[src/rtl/rxstr_match_pkg.sv]
// rtl/rxstr_match_pkg.sv - shared constants and types for the keyword receiver
package rxstr_match_pkg;

    localparam int B115200 = 104;

    localparam logic [7:0] CHAR_A  = 8'h41;
    localparam logic [3:0] KW_LAST = 4'd7;

    typedef enum logic [1:0] {
        S_IDLE,
        S_START,
        S_DATA,
        S_STOP
    } rx_state_e;

endpackage

[src/rtl/rxstr_match_uart_rx.sv]
// rtl/rxstr_match_uart_rx.sv - 8N1 UART receiver with synchronizer and mid-bit sampling
module uart_rx
    import rxstr_match_pkg::*;
#(
    parameter int BAUDRATE = B115200
) (
    input  logic       clk,
    input  logic       rstn,
    input  logic       rx,
    output logic [7:0] data,
    output logic       rcv,
    output logic       ferr
);

    localparam int CW = $clog2(BAUDRATE) + 1;
    localparam logic [CW-1:0] C_FULL = CW'(BAUDRATE);
    localparam logic [CW-1:0] C_HALF = CW'(BAUDRATE / 2);

    logic [1:0]      r_sync;
    logic            r_hist;
    logic [2:0]      r_warm;
    rx_state_e       r_state;
    logic [CW-1:0]   r_cnt;
    logic [2:0]      r_bit;
    logic [7:0]      r_shift;
    logic [7:0]      r_data;
    logic            r_rcv;
    logic            r_ferr;

    logic w_rx;
    logic w_start;
    logic w_expire;

    assign w_rx     = r_sync[1];
    // The history flop only holds a real line sample once r_warm is full, so a
    // line held low across reset release never looks like a falling edge.
    assign w_start  = r_warm[2] & r_hist & ~w_rx;
    assign w_expire = (r_cnt == CW'(1));

    always_ff @(posedge clk or negedge rstn) begin
        if (!rstn) begin
            r_sync  <= 2'b11;
            r_hist  <= 1'b1;
            r_warm  <= 3'b000;
            r_state <= S_IDLE;
            r_cnt   <= '0;
            r_bit   <= 3'd0;
            r_shift <= 8'h00;
            r_data  <= 8'h00;
            r_rcv   <= 1'b0;
            r_ferr  <= 1'b0;
        end else begin
            r_sync <= {r_sync[0], rx};
            r_hist <= w_rx;
            r_warm <= {r_warm[1:0], 1'b1};
            r_rcv  <= 1'b0;
            r_ferr <= 1'b0;
            case (r_state)
                S_IDLE: begin
                    if (w_start) begin
                        r_cnt   <= C_HALF;
                        r_state <= S_START;
                    end
                end
                S_START: begin
                    if (w_expire) begin
                        if (w_rx) begin
                            r_state <= S_IDLE;
                        end else begin
                            r_cnt   <= C_FULL;
                            r_bit   <= 3'd0;
                            r_state <= S_DATA;
                        end
                    end else begin
                        r_cnt <= r_cnt - CW'(1);
                    end
                end
                S_DATA: begin
                    if (w_expire) begin
                        r_shift <= {w_rx, r_shift[7:1]};
                        r_cnt   <= C_FULL;
                        if (r_bit == 3'd7) begin
                            r_state <= S_STOP;
                        end else begin
                            r_bit <= r_bit + 3'd1;
                        end
                    end else begin
                        r_cnt <= r_cnt - CW'(1);
                    end
                end
                S_STOP: begin
                    if (w_expire) begin
                        if (w_rx) begin
                            r_data <= r_shift;
                            r_rcv  <= 1'b1;
                        end else begin
                            r_ferr <= 1'b1;
                        end
                        r_state <= S_IDLE;
                    end else begin
                        r_cnt <= r_cnt - CW'(1);
                    end
                end
                default: r_state <= S_IDLE;
            endcase
        end
    end

    assign data = r_data;
    assign rcv  = r_rcv;
    assign ferr = r_ferr;

endmodule

[src/rtl/rxstr_match.sv]
// rtl/rxstr_match.sv - UART receiver plus "Alhambra" keyword matcher
module rxstr_match
    import rxstr_match_pkg::*;
#(
    parameter int BAUDRATE = B115200
) (
    input  logic       clk,
    input  logic       rstn,
    input  logic       rx,
    output logic [7:0] data,
    output logic       rcv,
    output logic       ferr,
    output logic [3:0] progress,
    output logic       match
);

    // Index 0 ('A') sits in the top byte of the packed string literal.
    localparam logic [63:0] KEYWORD = "Alhambra";

    logic [7:0] w_data;
    logic       w_rcv;
    logic       w_ferr;
    logic [5:0] w_kw_lsb;
    logic [7:0] w_kw_char;

    logic [3:0] r_progress;
    logic       r_match;

    uart_rx #(
        .BAUDRATE (BAUDRATE)
    ) u_uart_rx (
        .clk  (clk),
        .rstn (rstn),
        .rx   (rx),
        .data (w_data),
        .rcv  (w_rcv),
        .ferr (w_ferr)
    );

    assign w_kw_lsb  = {3'd7 - r_progress[2:0], 3'b000};
    assign w_kw_char = KEYWORD[w_kw_lsb +: 8];

    // 'A' occurs only at index 0, so a mismatch restarts at 1 or 0 exactly.
    always_ff @(posedge clk or negedge rstn) begin
        if (!rstn) begin
            r_progress <= 4'd0;
            r_match    <= 1'b0;
        end else begin
            r_match <= 1'b0;
            if (w_rcv) begin
                if (w_data == w_kw_char) begin
                    if (r_progress == KW_LAST) begin
                        r_match    <= 1'b1;
                        r_progress <= 4'd0;
                    end else begin
                        r_progress <= r_progress + 4'd1;
                    end
                end else begin
                    r_progress <= (w_data == CHAR_A) ? 4'd1 : 4'd0;
                end
            end
        end
    end

    assign data     = w_data;
    assign rcv      = w_rcv;
    assign ferr     = w_ferr;
    assign progress = r_progress;
    assign match    = r_match;

endmodule

[config.mk]
export PLATFORM = sky130hd
export DESIGN_NAME = rxstr_match
export DESIGN_NICKNAME = d
export VERILOG_FILES = /design/src/rtl/rxstr_match_pkg.sv /design/src/rtl/rxstr_match_uart_rx.sv /design/src/rtl/rxstr_match.sv
export SDC_FILE = /design/constraint.sdc
export NUM_CORES = 1
export LEC_CHECK = 0
export ABC_AREA = 1
export CAP_MARGIN = 20
export CORE_UTILIZATION = 60
export DETAILED_ROUTE_END_ITERATION = 6
export PLACE_DENSITY = 0.79
export SYNTH_ARGS = -nofsm -noshare
export SYNTH_HDL_FRONTEND = slang
export SYNTH_SLANG_ARGS = --single-unit
[constraint.sdc]
create_clock -name clk -period 2.26 [get_ports clk]
set_input_delay 0.565 -clock clk [delete_from_list [all_inputs] [get_ports clk]]
set_output_delay 0.565 -clock clk [all_outputs]
set_load 0.01 [all_outputs]
== Word-level counts from Yosys, hierarchy flattened ==
Index checks and enable logic that the tools add are counted.

* Bits in registers: 42
* Input bits: 3
* Logic and storage cells: 74
* Output and inout bits: 15

* Multiplexer cells: 30
* Add/subtract/negate cells: 4
* Shift operators: 1
* Bitwise operators: 3
* Reduce and logical (&&, ||, !) cells: 7
* Equality and inequality tests: 17

{| class="wikitable"
|+ Operator list
! operator !! count
|-
| variable part select 64 x 7 -> 8 bit, first input constant || 1
|-
| 2-to-1 mux 8 bit || 5
|-
| one-hot mux 8 bit (4 select lines) || 1
|-
| 2-to-1 mux 2 bit || 6
|-
| 2-to-1 mux 3 bit || 4
|-
| 2-to-1 mux 1 bit || 10
|-
| != test 2 x 1 -> 1 bit, second input constant || 5
|-
| AND reduction 5 bit || 2
|-
| equality test 8 x 1 -> 1 bit, second input constant || 1
|-
| equality test 8 x 7 -> 1 bit, second input constant || 1
|-
| equality test 8 bit || 1
|-
| 2-to-1 mux 4 bit || 2
|-
| one-hot mux 2 bit (4 select lines) || 1
|-
| subtractor 8 x 1 -> 8 bit, second input constant || 1
|-
| != test 2 bit, second input constant || 3
|-
| one-hot mux 3 bit (2 select lines) || 1
|-
| AND reduction 3 bit || 2
|-
| adder 4 x 1 -> 4 bit, second input constant || 1
|-
| equality test 2 bit, second input constant || 2
|-
| equality test 4 x 3 -> 1 bit, second input constant || 1
|-
| adder 3 x 1 -> 3 bit, second input constant || 1
|-
| equality test 3 bit, second input constant || 1
|-
| != test 3 bit, second input constant || 1
|-
| subtractor 3 bit, first input constant || 1
|-
| 6 further kinds || 7
|}

== Longest topological paths before layout ==
* Depth after elaboration: 5
* Mapped depth: 12
* Gate-level depth less buffers: 12

== Modules after synthesis ==
Synthesis repeated with hierarchy kept, for this count alone.

* Cells, all modules: 286
* Area total of the unflattened synthesis: 2361.0 um^2

{| class="wikitable"
|+ Modules (own cells, without submodules)
! module !! instances !! area each (um^2) !! sequential area each (um^2) !! cells an instance
|-
| uart_rx || 1 || 1873.0 || 929.6 || 209
|-
| rxstr_match || 1 || 488.0 || 125.1 || 77
|}

== Worst setup path before layout ==
No wires, ideal clock.

* Path kind: register -> register
* Start point: reg r_progress[0], in the netlist progress[0]
* End point: reg r_progress[0], in the netlist progress[0]
* Cell stages (with the launch flop): 12
* Clock period less this slack: 1.545 ns
* Path slack: 0.715 ns
* Path buffers: 0
* Data arrival time: 1.480 ns
* Library setup time: 0.065 ns
* Cell sequence: dfrtp_1 inv_1 ha_1 inv_1 nand2_1 nand3b_1 nand2_1 nor2_2 nand2_2 nand2_1 nand3_1 nand2_1

* Cells in the longest elaborated chain, start to end: 4

{| class="wikitable"
|+ Ends and longest elaborated chain
! element !! RTL line !! source
|-
| start: declaration || rxstr_match.sv:26 || <nowiki>logic [3:0] r_progress;</nowiki>
|-
| start signal: assignment || rxstr_match.sv:56 || <nowiki>r_progress <= r_progress + 4'd1;</nowiki>
|-
| start signal: assignment || rxstr_match.sv:59 || <nowiki>r_progress <= (w_data == CHAR_A) ? 4'd1 : 4'd0;</nowiki>
|-
| subtractor 3 bit || rxstr_match.sv:40 || <nowiki>assign w_kw_lsb = {3'd7 - r_progress[2:0], 3'b000};</nowiki>
|-
| variable part select 64 x 7 -> 8 bit || rxstr_match.sv:41 || <nowiki>assign w_kw_char = KEYWORD[w_kw_lsb +: 8];</nowiki>
|-
| equality test 8 bit || rxstr_match.sv:51 || <nowiki>if (w_data == w_kw_char) begin</nowiki>
|-
| 2-to-1 mux 4 bit * || rxstr_match.sv:51 ||
|}

Every way passes the cells marked *; elsewhere a longest branch is shown, timed or not.
A chain may end at the register's enable or synchronous reset.

== Worst setup path in the final report ==
* Start point: reg r_progress[2], in the netlist progress[2]
* End point: out progress[2]

{| class="wikitable"
|+ RTL lines
! element !! RTL line !! source
|-
| end: declaration || rxstr_match.sv:13 || <nowiki>output logic [3:0] progress,</nowiki>
|}

No word-level cell between the ends.

==> summary by stage <==
Setup path
For this design, the slowest cell found on the critical path is sky130_fd_sc_hd__clkdlybuf4s50_1. The critical path ends at progress[2]. The number of logic stages on the critical path including buffering is 1.

Data on the critical path arrives at its endpoint at 1490 ps. Of all nets on the critical path, the largest fanout is 8. The critical path data required time is 1690 ps.

The critical path goes through clkdlybuf4s50_1. The type of element launching the critical path is a register. The class of the most critical setup path is register to primary output. The dominant delay contributor by cell family on the critical path is buffers and inverters. The worst reg-to-reg path cell count is 8. The endpoint identified for the worst register-to-register timing path is u_uart_rx.data[0]. On the worst path, the slowest cell contributes a delay of 590 ps. The worst register-to-register path has a setup slack of around 570 ps. In this run the critical register-to-register path is launched from u_uart_rx.r_cnt[1]. The launch point of the worst path is progress[2]. The nature of the critical path endpoint is a primary output. Counting both buffers and inverters, the worst setup path holds a total of 1.

Logic synthesis
Averaged over all synthesized cells, the footprint is 8.452 um^2. Ranked by instance count, the synthesized netlist is headed by sky130_fd_sc_hd__nand2_1, sky130_fd_sc_hd__dfrtp_1, sky130_fd_sc_hd__inv_1. The largest area contributor in the netlist is sky130_fd_sc_hd__dfrtp_1. The sequential share of the synthesized area is 0.4782. Yosys printed 0 warnings. The post-synthesis share of cell area spent on xor and xnor gates is 0.01588.

The share of synthesized area in the top cell type comes to 0.4424. The async set-or-reset flop fraction in the synthesized netlist is 1.000. The total nets after synthesis is ~280. The number of enable-type register cells in the synthesized netlist is 0. The proportion of synthesized area in mux cells is 0.

The area share of and/or/nand/nor cells after synthesis is 0.2422. Of the total synthesized cell area, the portion taken by full adders, half adders and majority gates is 0.07374. The area fraction in compound gates after synthesis is 0.1129.

The main combinational cell family by area after synthesis is simple AND/OR/NAND/NOR gates. The most common cell in the synthesized netlist is sky130_fd_sc_hd__nand2_1. Among all flip-flop cells after synthesis, the most frequent one is sky130_fd_sc_hd__dfrtp_1. The total standard cell area after synthesis is 2206 um^2. The synthesized flop and latch total is 42. The number of distinct library cells after synthesis is 28.

By area the synthesized netlist is led by sky130_fd_sc_hd__dfrtp_1, sky130_fd_sc_hd__nand2_1, sky130_fd_sc_hd__ha_1. The post-synthesis cell count is 261.

Die
The die footprint is 3923 um^2. The floorplan has 21 rows. Measured along the y axis, the die boundary spans between 60 and 70 um.

For this design the top-level I/O count stands at 18. The width of the die is ~63 um. The initial cell density of the core is 0.6458. The floorplan step defined a core boundary enclosing 3416 um^2.

CTS
The H-tree was split into 2 levels. The insertion delay to the later sink of the worst-skew pair is 370 ps. The count of instances resized after the clock tree is built is 0. In this run, CTS created clock tree buffers numbering 5.

For this design, the sink count on the clock tree is 42. The register clock-pin slew on the reported worst setup and hold paths is about 140 ps. TritonCTS built the clock tree. Buffers added to address setup during post-CTS repair amount to 0. The root buffer cell chosen for the clock tree is sky130_fd_sc_hd__clkbuf_4. The maximum number of buffers from clock root to sink is 2. The count of hold-fix buffers inserted at cts is 0.

Layout
Compared with the post-synthesis result, the final layout area differs by 13.27%. For this run, the post-layout net count is 300. The diode insertion count for antenna repair is 0.

The fill cell instance count of the final layout is 266. Of the cells placed in the final design, the portion with a size suffix greater than 1 is 0.1263.

Place
Port buffering added 17 buffers. Routability-driven placement finished with a final weighted congestion of 0.8240. Once detailed placement completed, the half-perimeter wirelength came to 2902 um.

Route
Summing over every cut layer, the via total after detailed routing is 1685. The final layout contains routed wiring with a total length of 3931 um. Before antenna repair, the detailed router went through 4 iterations. The average vias per placed instance is roughly 5. After detailed routing, the average wire length per cell comes to 11.88 um. For this run, design rule violations remaining after detail routing come to 0.

The detailed router finished its first iteration with approximately 140 violations. The number of nets still failing antenna checks after routing is 0.

GRT
Across every metal layer, demand over resource in global routing totals 0.2367. The number of global-route vias before repair was 1609. After global routing the overflow that remains totals 0.

The pin count of the biggest net entering global routing is 43. The initial antenna violation count is 0. The first-pass GRT wire length is slightly above 7000 um.

Job
Max-cap violations in this run came to 0.

Power
The peak supply drop is 0.6123 mV. Summed over all nets, the switching power comes to 0.8023 mW. The post-route total power is 2.019 mW.

The relative contribution of the clock network to total power is 0.203. The internal portion of the total power is between 1 and 1.5 mW. The share of total power dissipated in sequential elements is 0.443.

The share of total power dissipated in combinational logic is 0.354. In this run the power density over the cells is 807.9 nW/um^2. The switching part of the total power is 0.3975. The analysis attributes to cell leakage a power of between 1 and 1.5 nW.

STA
The final hold violation count is 0. In the final timing run, aggregate negative setup slack is 0 ps. Setup repair after global routing left no endpoint under its margin.

Between clock sinks in the finished design, the worst skew comes to 10.70 ps. The maximum operating frequency is 485.8 MHz. The final clock period utilization by the worst path is 0.9108. The worst path in the final design needs a cycle of approximately 2100 ps, including I/O delays and setup. Setup violations remaining at the end of the flow were counted as 0.

The number of slew-limit violations in the final report was 0.

Run status
The flow ran to the end, and the final reports show no timing, DRC or antenna violations.

Min path
The type of the most critical hold path is primary input to async pin.
registers in the layout, summed over array words and instances (netlist names), 2 cells and up, named ones only:
register / flops
u_uart_rx.r_warm: 3
u_uart_rx.r_cnt: 8
u_uart_rx.r_sync: 2
u_uart_rx.r_shift: 8
progress: 4
u_uart_rx.data: 8
u_uart_rx.r_bit: 3
cell usage in the layout, fill, tap and decap left out:
cell	count
sky130_fd_sc_hd__a21boi_0	1
sky130_fd_sc_hd__dfstp_2	3
sky130_fd_sc_hd__xor2_1	4
sky130_fd_sc_hd__inv_1	37
sky130_fd_sc_hd__o22ai_1	3
sky130_fd_sc_hd__nand2_1	75
sky130_fd_sc_hd__buf_12	1
sky130_fd_sc_hd__clkbuf_4	5
sky130_fd_sc_hd__nand2_4	1
sky130_fd_sc_hd__a21oi_1	5
sky130_fd_sc_hd__a31oi_1	1
sky130_fd_sc_hd__o21ai_0	9
sky130_fd_sc_hd__nand3_1	13
sky130_fd_sc_hd__inv_2	3
sky130_fd_sc_hd__nor3_1	4
sky130_fd_sc_hd__nand3_2	2
sky130_fd_sc_hd__o31ai_1	1
sky130_fd_sc_hd__conb_1	1
sky130_fd_sc_hd__ha_1	13
sky130_fd_sc_hd__o21ai_2	7
sky130_fd_sc_hd__nor2_8	1
sky130_fd_sc_hd__nor2_2	4
sky130_fd_sc_hd__dfrtp_1	39
sky130_fd_sc_hd__nor2_1	10
sky130_fd_sc_hd__clkdlybuf4s50_1	16
sky130_fd_sc_hd__inv_6	1
sky130_fd_sc_hd__nand2_2	5
sky130_fd_sc_hd__o21ai_1	11
sky130_fd_sc_hd__clkinv_4	1
sky130_fd_sc_hd__a22oi_1	3
sky130_fd_sc_hd__nand3b_1	3
sky130_fd_sc_hd__buf_2	1
sky130_fd_sc_hd__inv_8	1
stage by stage:
stage / hold slack [ps] / setup slack (ps) / cell area (um^2) / utilization / instances
2_1_floorplan: 269.4 / 714.9 / 2206 / - / 261
3_3_place_gp: 331.7 / 628.6 / 2432 / 0.7121 / 323
3_5_place_dp: 340.1 / 591.6 / 2432 / 0.7121 / 323
5_1_grt: 141.5 / 140.5 / 2499 / 0.7315 / 331
4_1_cts: 137.9 / 204.4 / 2499 / 0.7315 / 331
6_report: 137.9 / 201.5 / 2499 / 0.7315 / 331
area by class of cell:
class | instances | area, um^2 | area share
Sequential cell | 42 | 1055 | 0.4221
Timing Repair Buffer | 18 | 185.2 | 0.07411
Clock buffer | 5 | 37.54 | 0.01502
Inverter | 40 | 150.1 | 0.06009
Tap cell | 46 | 57.56 | 0.02303
Multi-Input combinational cell | 177 | 984.7 | 0.3941
Clock inverter | 3 | 28.78 | 0.01152
per-layer routing:
metal | global-route usage | up-vias | wire length (um)
met5 | 0 | - | 0
met4 | 0.08721 | 0 | 62
met3 | 0.05657 | 6 | 123
met2 | 0.3668 | 29 | 1793
met1 | 0.3243 | 780 | 1952
li1 | - | 870 | -
logic make-up after synthesis:
| family | count (synthesis) |
|---|---|
| AO/OA/AOI/OAI | 41 |
| other | 1 |
| buffers and inverters | 42 |
| flip-flops | 42 |
| adder cells (fa/ha/maj) | 13 |
| AND/OR/NAND/NOR | 118 |
| XOR/XNOR | 4 |
power groups by stage:
stage          registers, mW  logic (mW)  clock network [mW]
3_3_place_gp           0.906       0.679                   0
3_5_place_dp           0.909       0.701                   0
4_1_cts                0.894       0.713               0.424
5_1_grt                0.908       0.818               0.458
2_1_floorplan          0.894       0.557                   0
6_report               0.894       0.715               0.410
worst min-delay path by stage:
stage                             start                   to  slack (ps)  cells past startpoint
CTS                                rstn          progress[3]         140                      2
global route                       rstn    u_uart_rx.data[7]         140                      2
floorplan                          rstn            async pin         270                      0
global placement    u_uart_rx.r_warm[1]  u_uart_rx.r_warm[2]         330                      0
detailed placement  u_uart_rx.r_warm[1]  u_uart_rx.r_warm[2]         340                      0
finish                             rstn          progress[2]         140                      2
Power figures use the tool's default switching activity.
